$ cat config.mk
export PLATFORM = sky130hd
export DESIGN_NAME = aes_stream_ctrl
export DESIGN_NICKNAME = d
export VERILOG_FILES = /design/src/rtl/aes_stream_ctrl.sv
export SDC_FILE = /design/constraint.sdc
export NUM_CORES = 1
export LEC_CHECK = 0
export CAP_MARGIN = 10
export CORE_AREA = 5 5 246 248
export CTS_CLUSTER_DIAMETER = 100
export DETAILED_ROUTE_END_ITERATION = 6
export DIE_AREA = 0 0 251 253
export PLACE_DENSITY = 0.72
export SETUP_SLACK_MARGIN = 0.3
export SLEW_MARGIN = 10
export SYNTH_ARGS = -nofsm -noshare
export SYNTH_HDL_FRONTEND = slang
export SYNTH_SLANG_ARGS = --single-unit
$ cat constraint.sdc
create_clock -name clk -period 6.2 [get_ports clk]
set_input_delay 1.55 -clock clk [delete_from_list [all_inputs] [get_ports clk]]
set_output_delay 1.55 -clock clk [all_outputs]
set_load 0.02 [all_outputs]
$ cat src/rtl/aes_stream_ctrl.sv
// Front-end sequencer for an AES core: key load and expansion request, 32-bit stream
// words assembled into 128-bit blocks, one core operation per block, result drained as 32-bit words.
module aes_stream_ctrl #(
    parameter int unsigned TIMEOUT_CYCLES = 255
) (
    input  logic         clk,
    input  logic         rst_n,

    input  logic         cfg_encdec,
    input  logic         cfg_keylen,

    input  logic         key_wr,
    input  logic [2:0]   key_addr,
    input  logic [31:0]  key_wdata,
    input  logic         key_start,
    output logic         key_busy,
    output logic         key_ok,
    output logic         err_timeout,

    input  logic         s_valid,
    output logic         s_ready,
    input  logic [31:0]  s_data,

    output logic         m_valid,
    input  logic         m_ready,
    output logic [31:0]  m_data,

    output logic         core_init,
    output logic         core_next,
    input  logic         core_ready,
    output logic [255:0] core_key,
    output logic         core_keylen,
    output logic         core_encdec,
    output logic [127:0] core_block,
    input  logic [127:0] core_result,
    input  logic         core_result_valid,

    output logic [1:0]   dbg_state
);

    typedef enum logic [1:0] {
        IDLE     = 2'd0,
        KEY_WAIT = 2'd1,
        CRYPT    = 2'd2,
        DRAIN    = 2'd3
    } state_t;

    state_t         state_q,    state_d;
    logic [1:0]     word_cnt_q, word_cnt_d;
    logic [1:0]     out_cnt_q,  out_cnt_d;
    logic [255:0]   key_q,      key_d;
    logic [127:0]   block_q,    block_d;
    logic [127:0]   out_q,      out_d;
    logic           keylen_q,   keylen_d;
    logic           encdec_q,   encdec_d;
    logic           key_ok_q,   key_ok_d;
    logic           err_q,      err_d;
    logic           init_q,     init_d;
    logic           next_q,     next_d;
    logic           busy_q,     busy_d;
    logic [15:0]    tmo_q,      tmo_d;

    logic           key_cmd_window;
    logic           key_wr_acc;
    logic           key_start_acc;
    logic           s_acc;
    logic           m_acc;
    logic           tmo_expired;

    // Both stream ports use plain valid/ready: a word moves on a rising edge where valid and
    // ready are both high; the sender keeps valid and data stable until that edge.
    // Key commands are only honoured between blocks, and they take the cycle away from the stream.
    assign key_cmd_window = (state_q == IDLE) && (word_cnt_q == 2'd0);
    assign key_wr_acc     = key_cmd_window && key_wr;
    assign key_start_acc  = key_cmd_window && key_start && !key_wr;

    assign s_ready = (state_q == IDLE) && key_ok_q &&
                     !(key_cmd_window && (key_wr || key_start));
    assign s_acc   = s_valid && s_ready;

    assign m_valid = (state_q == DRAIN);
    assign m_data  = out_q[{~out_cnt_q, 5'b0} +: 32];
    assign m_acc   = m_valid && m_ready;

    assign tmo_expired = (tmo_q == 16'(TIMEOUT_CYCLES - 1));

    always_comb begin
        state_d    = state_q;
        word_cnt_d = word_cnt_q;
        out_cnt_d  = out_cnt_q;
        key_d      = key_q;
        block_d    = block_q;
        out_d      = out_q;
        keylen_d   = keylen_q;
        encdec_d   = encdec_q;
        key_ok_d   = key_ok_q;
        err_d      = err_q;
        init_d     = 1'b0;
        next_d     = 1'b0;
        tmo_d      = tmo_q;

        unique case (state_q)
            IDLE: begin
                if (key_wr_acc) begin
                    key_d[{~key_addr, 5'b0} +: 32] = key_wdata;
                    key_ok_d = 1'b0;
                end else if (key_start_acc) begin
                    keylen_d = cfg_keylen;
                    key_ok_d = 1'b0;
                    err_d    = 1'b0;
                    init_d   = 1'b1;
                    tmo_d    = 16'd0;
                    state_d  = KEY_WAIT;
                end else if (s_acc) begin
                    block_d[{~word_cnt_q, 5'b0} +: 32] = s_data;
                    if (word_cnt_q == 2'd0) begin
                        encdec_d = cfg_encdec;
                    end
                    word_cnt_d = word_cnt_q + 2'd1;
                    if (word_cnt_q == 2'd3) begin
                        next_d  = 1'b1;
                        tmo_d   = 16'd0;
                        state_d = CRYPT;
                    end
                end
            end

            KEY_WAIT: begin
                if (core_ready) begin
                    key_ok_d = 1'b1;
                    state_d  = IDLE;
                end else if (tmo_expired) begin
                    err_d      = 1'b1;
                    key_ok_d   = 1'b0;
                    word_cnt_d = 2'd0;
                    state_d    = IDLE;
                end else begin
                    tmo_d = tmo_q + 16'd1;
                end
            end

            CRYPT: begin
                if (core_result_valid) begin
                    out_d     = core_result;
                    out_cnt_d = 2'd0;
                    state_d   = DRAIN;
                end else if (tmo_expired) begin
                    err_d      = 1'b1;
                    key_ok_d   = 1'b0;
                    word_cnt_d = 2'd0;
                    state_d    = IDLE;
                end else begin
                    tmo_d = tmo_q + 16'd1;
                end
            end

            DRAIN: begin
                if (m_acc) begin
                    out_cnt_d = out_cnt_q + 2'd1;
                    if (out_cnt_q == 2'd3) begin
                        word_cnt_d = 2'd0;
                        state_d    = IDLE;
                    end
                end
            end

            default: state_d = IDLE;
        endcase

        busy_d = (state_d == KEY_WAIT);
    end

    always_ff @(posedge clk or negedge rst_n) begin
        if (!rst_n) begin
            state_q    <= IDLE;
            word_cnt_q <= 2'd0;
            out_cnt_q  <= 2'd0;
            key_q      <= '0;
            block_q    <= '0;
            out_q      <= '0;
            keylen_q   <= 1'b0;
            encdec_q   <= 1'b0;
            key_ok_q   <= 1'b0;
            err_q      <= 1'b0;
            init_q     <= 1'b0;
            next_q     <= 1'b0;
            busy_q     <= 1'b0;
            tmo_q      <= 16'd0;
        end else begin
            state_q    <= state_d;
            word_cnt_q <= word_cnt_d;
            out_cnt_q  <= out_cnt_d;
            key_q      <= key_d;
            block_q    <= block_d;
            out_q      <= out_d;
            keylen_q   <= keylen_d;
            encdec_q   <= encdec_d;
            key_ok_q   <= key_ok_d;
            err_q      <= err_d;
            init_q     <= init_d;
            next_q     <= next_d;
            busy_q     <= busy_d;
            tmo_q      <= tmo_d;
        end
    end

    assign key_busy    = busy_q;
    assign key_ok      = key_ok_q;
    assign err_timeout = err_q;
    assign core_init   = init_q;
    assign core_next   = next_q;
    assign core_key    = key_q;
    assign core_keylen = keylen_q;
    assign core_encdec = encdec_q;
    assign core_block  = block_q;
    assign dbg_state   = state_q;

endmodule
==> results of run 1 <==
==> cell families (layout without fill, tap and decap cells) <==
kind of cell             Yosys count  after routing  share of synthesized area (%)
AO/OA/AOI/OAI                    210            210                           5.13
XOR/XNOR                           3              3                          0.119
adder cells (fa/ha/maj)           16             16                          0.903
buffers and inverters            126            784                           2.79
flip-flops                       541            541                           61.1
multiplexers                     326            326                           18.2
other                              0              6                              0
AND/OR/NAND/NOR                  607            607                           11.8
==> layout make-up <==
type	instances	area, um2	area share [%]
Clock buffer	82	1690	5.41
Antenna cell	6	15.0	0.0480
Multi-Input combinational cell	1162	8050	25.7
Sequential cell	541	13500	43.3
Tap cell	773	967	3.09
Inverter	18	67.6	0.216
Timing Repair Buffer	656	6550	20.9
Clock inverter	28	408	1.30
==> per-layer routing <==
layer  share of wire (%)  GRT usage (%)  vias up
li1                    -              -     7442
met1                  38           26.2     8325
met2                  49           35.4      657
met3                  10           8.38      112
met4                 2.4           5.43        2
met5               0.022              0        -
==> state kept, by name (all words and copies together), names as in the netlist <==
| register | flops |
|---|---|
| out_q | 128 |
| core_block | 128 |
| core_key | 256 |
| core_init | 1 |
| core_keylen | 1 |
| core_next | 1 |
| word_cnt_q | 2 |
| key_ok | 1 |
| out_cnt_q | 2 |
| key_busy | 1 |
| err_timeout | 1 |
| tmo_q | 16 |
| dbg_state | 2 |
| core_encdec | 1 |
==> worst min-delay path by stage <==
stage | start | endpoint | cells past startpoint
after global placement | core_key[229] | core_key[229] | 2
after global routing | core_key[38] | core_key[38] | 2
after detailed placement | core_key[237] | core_key[237] | 2
final | core_key[229] | core_key[229] | 2
after floorplan | tmo_q[7] | tmo_q[7] | 1
after CTS | core_key[38] | core_key[38] | 2
==> worst reg2reg max path: stages (launching register included) <==
cell and delay, ns:
dfrtp_1 0.46, inv_1 0.19, ha_1 0.49, nand3_2 0.30, nor2_4 0.24, nand2_1 0.13
nor2_4 0.92, mux2_2 0.45
==> power by group through the flow <==
stage          Combinational [mW]  Sequential, mW  Clock, mW
6_report                    0.287            3.53       3.74
5_1_grt                     0.315            3.53       3.98
4_1_cts                     0.294            3.53       3.82
3_5_place_dp                0.292            3.60          0
3_3_place_gp                0.287            3.60          0
2_1_floorplan              0.0284            3.60          0
==> layout by cell type (no fill, tap or decap), types with 22 or more instances in the layout <==
master / n
clkdlybuf4s50_1: 630
dfrtp_1: 540
nand2_1: 503
mux2_2: 245
o21ai_0: 170
clkbuf_16: 60
mux2_1: 46
mux4_2: 32
nand3_1: 26
buf_4: 22
==> reports/qor.csv, run 1 <==
metric;value;unit
status;completed;
Internal Pwr Total;5.95;mW
Crit. End Element;output port;
CP Data Arrival Time;3.33;ns
synthesis-to-layout area growth;41.2;%
Detailed Routing Iterations Pass 1;6;
Netlist cell types;58;
CP Launch Point;key_wr;
CTS tree;yes;
net switching power;1.60;mW
vias per cell;5.06;
mapped cell area;22200;um2
CP top delay family;buffers and inverters;
CP max stage cell;clkdlybuf4s50_1;
final RePlAce weighted congestion;0.859;
final worst slack;1.32;ns
fin crit period;4.88;ns
peak supply drop;0.245;mV
top cell type's share of synthesized area;61.1;%
Critical Path Source Type;input port;
post-route non-filler standard cell count;3266;
gr usage total;21.3;%
setup TNS;0;ns
post-cts resize count;0;
antenna violations before repair;7;
Main synth FF type;dfrtp_1;
Worst slew margin;19.1;%
final setup fails;0;
via count;16500;
placed cell count;3150;
Rows;89;
fmax;205;MHz
Max clock buf depth;3;
Hold Buf Count CTS;0;
DPL Wire Length;49900;um
Worst path max stage delay;0.65;ns
critical path type;in2out;
total CTS buffers;59;
Final ANT Viol Nets;0;
total grt overflow;0;
Worst Tran Pin Value;1.21;ns
Skew-Pair Late Insertion Delay;0.61;ns
Pwr per Cell Area;241;nW/um2
share of cells above drive strength 1;17.4;%
r2r setup slk;2.91;ns
drt total wl;69600;um
critical path buffer and inverter count;2;
H-tree depth;2;
FILL cells;4868;
Die Area;63500;um2
DRT iter0 DRCs;1011;
Placement Setup Slack;1.29;ns
Clk pwr share;49.5;%
Max-cap violations;0;
fin area;31300;um2
Post-CTS Setup Inserts;0;
Reg power frac;46.7;%
largest net degree at the start of global routing;157;
Die Ht;253;um
Worst Reg-to-Reg Cells;7;
core area;58200;um2
die width;251;um
Final Util;53.7;%
unrepaired setup endpoints after global routing;no;
Layout Nets;2659;
Syn. warnings;0;
starting density of the core;38.0;%
area leader, netlist;dfrtp_1;
Synth Register Bits;541;
end of the critical path;s_ready;
max-slew violations;0;
post-synthesis sequential area ratio;61.1;%
I/O pin cnt;632;
overall power consumption;7.55;mW
vias in the first global route;17400;
DR WL/cell;21.3;um
Commonest cells post-synth;dfrtp_1 (541), nand2_1 (509), mux2_2 (245);
HP Class;reg2reg;
crit share post-route;78.7;%
drt drc;0;
Fin. Hold Viols;0;
synthesized area per cell;12.1;um2
FFs w/ async S/R, synth;100;%
Setup Skew;0.0319;ns
hold slack;0.470;ns
syn nets;2050;
most frequent cell after synthesis;dfrtp_1;
crit path max fanout;5;
Post-synth EDFFs;0;
top post-synthesis cells by area;dfrtp_1 (61%), mux2_2 (12%), nand2_1 (8.6%);
worst reg2reg startpoint;word_cnt_q[0];
worst path cell trace;clkdlybuf4s50_1 > o21ai_2 > and3_1 > clkdlybuf4s50_1;
first-pass GRT wire length;106000;um
Leakage;14.5;nW
worst reg2reg endpoint;core_key[171];
CTS clk-pin slew, worst paths;0.06;ns
DP Area;29200;um2
Cells after Synth;1829;
critical path depth;4;
Crit path required time;4.65;ns
Sw Ratio;21.2;%
CTS root buf;clkbuf_16;
clk sinks;541;
Buffers on Ports;631;
Gate power share;3.8;%
CP most frequent cell;clkdlybuf4s50_1;
(Power assumes the default switching activity.)
==> run 2, diff against run 1 <==
--- a/config.mk
+++ b/config.mk
@@ -6,11 +6,11 @@
 export NUM_CORES = 1
 export LEC_CHECK = 0
 export CAP_MARGIN = 10
-export CORE_AREA = 5 5 246 248
+export CORE_AREA = 5 5 240 242
 export CTS_CLUSTER_DIAMETER = 100
 export DETAILED_ROUTE_END_ITERATION = 6
-export DIE_AREA = 0 0 251 253
-export PLACE_DENSITY = 0.72
+export DIE_AREA = 0 0 245 247
+export PLACE_DENSITY = 0.77
 export SETUP_SLACK_MARGIN = 0.3
 export SLEW_MARGIN = 10
 export SYNTH_ARGS = -nofsm -noshare
==> constraint.sdc (replaced) <==
create_clock -name clk -period 4.3 [get_ports clk]
set_input_delay 1.075 -clock clk [delete_from_list [all_inputs] [get_ports clk]]
set_output_delay 1.075 -clock clk [all_outputs]
set_load 0.02 [all_outputs]
==> reports/qor.csv, run 2 (synthesis gave the netlist of run 1 again) <==
metric;value;unit
status;completed;
crit path max fanout;10;
die width;245;um
Sw Ratio;21.3;%
peak supply drop;0.310;mV
most frequent cells in the layout;clkdlybuf4s50_1 (630), dfrtp_1 (540), nand2_1 (503), mux2_2 (245), o21ai_0 (170);
DR WL/cell;21.9;um
Leakage;14.6;nW
total grt overflow;0;
first-pass GRT wire length;108000;um
Max-cap violations;0;
fmax;270;MHz
vias in the first global route;17700;
Crit path required time;3.22;ns
CP Data Arrival Time;2.63;ns
Setup Skew;0.0109;ns
net switching power;2.28;mW
DRT iter0 DRCs;1022;
FILL cells;4385;
Reg power frac;47.5;%
Detailed Routing Iterations Pass 1;5;
Max clock buf depth;3;
worst path cell trace;inv_1 > ha_1 > and3_1 > clkdlybuf4s50_1;
Rows;86;
crit share post-route;86.1;%
Gate power share;4.0;%
Final Util;57.1;%
FF/Latch Area;13500;um2
max FFs per register;256;
via count;16700;
Hold Buf Count CTS;0;
synthesis-to-layout area growth;41.4;%
Skew-Pair Late Insertion Delay;0.59;ns
CTS root buf;clkbuf_16;
multi-input combinational cell area;8050;um2
post-cts resize count;0;
unrepaired setup endpoints after global routing;no;
DPL Wire Length;50800;um
Clk pwr share;48.5;%
Buffers on Ports;631;
drt drc;0;
vias per cell;5.20;
Worst slew margin;36.9;%
I/O pin cnt;632;
Worst Tran Pin Value;0.946;ns
CTS clk-pin slew, worst paths;0.06;ns
CP max stage cell;clkdlybuf4s50_1;
Internal Pwr Total;8.44;mW
final worst slack;0.597;ns
Pwr per Cell Area;342;nW/um2
largest net degree at the start of global routing;110;
final RePlAce weighted congestion;0.874;
clk sinks;541;
CTS tree;yes;
Placement Setup Slack;0.601;ns
Critical Path Source Type;register;
fin crit period;3.70;ns
total CTS buffers;58;
Worst path max stage delay;0.60;ns
final setup fails;0;
HP Class;reg2reg;
Post-CTS Setup Inserts;0;
critical path type;reg2out;
Final ANT Viol Nets;0;
max-slew violations;0;
Fin. Hold Viols;0;
starting density of the core;40.4;%
Die Ht;247;um
Crit. End Element;output port;
antenna violations before repair;4;
Layout Nets;2675;
gr usage total;22.7;%
Die Area;60500;um2
setup TNS;0;ns
drt total wl;70300;um
share of cells above drive strength 1;17.8;%
commonest non-fill, non-tap cell in the layout;clkdlybuf4s50_1;
H-tree depth;2;
core area;54900;um2
==> run 2: worst max-delay path, delay by kind of cell (launching register included) <==
kind / cells / cell delay (ns)
buffers and inverters: 2 / 0.73
AND/OR/NAND/NOR: 1 / 0.26
adder cells (fa/ha/maj): 1 / 0.58
flip-flops: 1 / 0.46
==> run 2: worst paths after layout <==
kind                         startpoint              end  slack (ns)  cells after the start
min in group asynchronous         rst_n   core_block[52]        0.60                      1
max in group asynchronous         rst_n  core_block[112]        2.58                      2
min reg2reg                core_key[56]     core_key[56]        0.46                      2
max                        dbg_state[0]          s_ready        0.60                      4
min                        core_key[56]     core_key[56]        0.46                      2
max reg2reg                dbg_state[0]    core_key[187]        1.28                      8
==> run 2: cell type report <==
| cell class | count | share of cell area (%) |
|---|---|---|
| inverters | 18 | 0.216 |
| clock buffers | 88 | 5.67 |
| well taps | 704 | 2.81 |
| clock inverters | 19 | 0.794 |
| repair buffers | 673 | 21.6 |
| flip-flops and latches | 541 | 43.2 |
| diodes | 5 | 0.0399 |
| multi-input cells | 1162 | 25.7 |
==> run 2: layer usage <==
layer / vias to the layer above / GRT usage [%] / wire length, um
li1: 7477 / - / -
met1: 8418 / 27.0 / 26300
met2: 682 / 38.9 / 35000
met3: 114 / 8.59 / 7200
met4: 0 / 6.19 / 1790
met5: - / 0 / 0
==> run 2: through the flow <==
stage / total power, mW / instance area, um2 / hold slack [ns] / cells
after global routing: 11.1 / 31300 / 0.495 / 3208
after detailed placement: 5.62 / 29300 / 0.456 / 3098
after floorplan: 5.23 / 22200 / 0.438 / 1829
after CTS: 10.8 / 31300 / 0.469 / 3205
after global placement: 5.61 / 29300 / 0.452 / 3098
final: 10.7 / 31300 / 0.461 / 3210
==> run 2: power groups by stage <==
stage | logic [mW] | clock network (mW) | registers [mW]
2_1_floorplan | 0.0409 | 0 | 5.19
3_3_place_gp | 0.428 | 0 | 5.18
3_5_place_dp | 0.435 | 0 | 5.18
4_1_cts | 0.438 | 5.29 | 5.09
5_1_grt | 0.469 | 5.54 | 5.09
6_report | 0.429 | 5.20 | 5.09
==> run 3, diff against run 2 <==
--- a/config.mk
+++ b/config.mk
@@ -12,6 +12,7 @@
 export DIE_AREA = 0 0 245 247
 export PLACE_DENSITY = 0.77
 export SETUP_SLACK_MARGIN = 0.3
+export SKIP_LAST_GASP = 1
 export SLEW_MARGIN = 10
 export SYNTH_ARGS = -nofsm -noshare
 export SYNTH_HDL_FRONTEND = slang
==> results of run 3 <==
The final DEF is identical to that of run 2; final timing and power are the same.
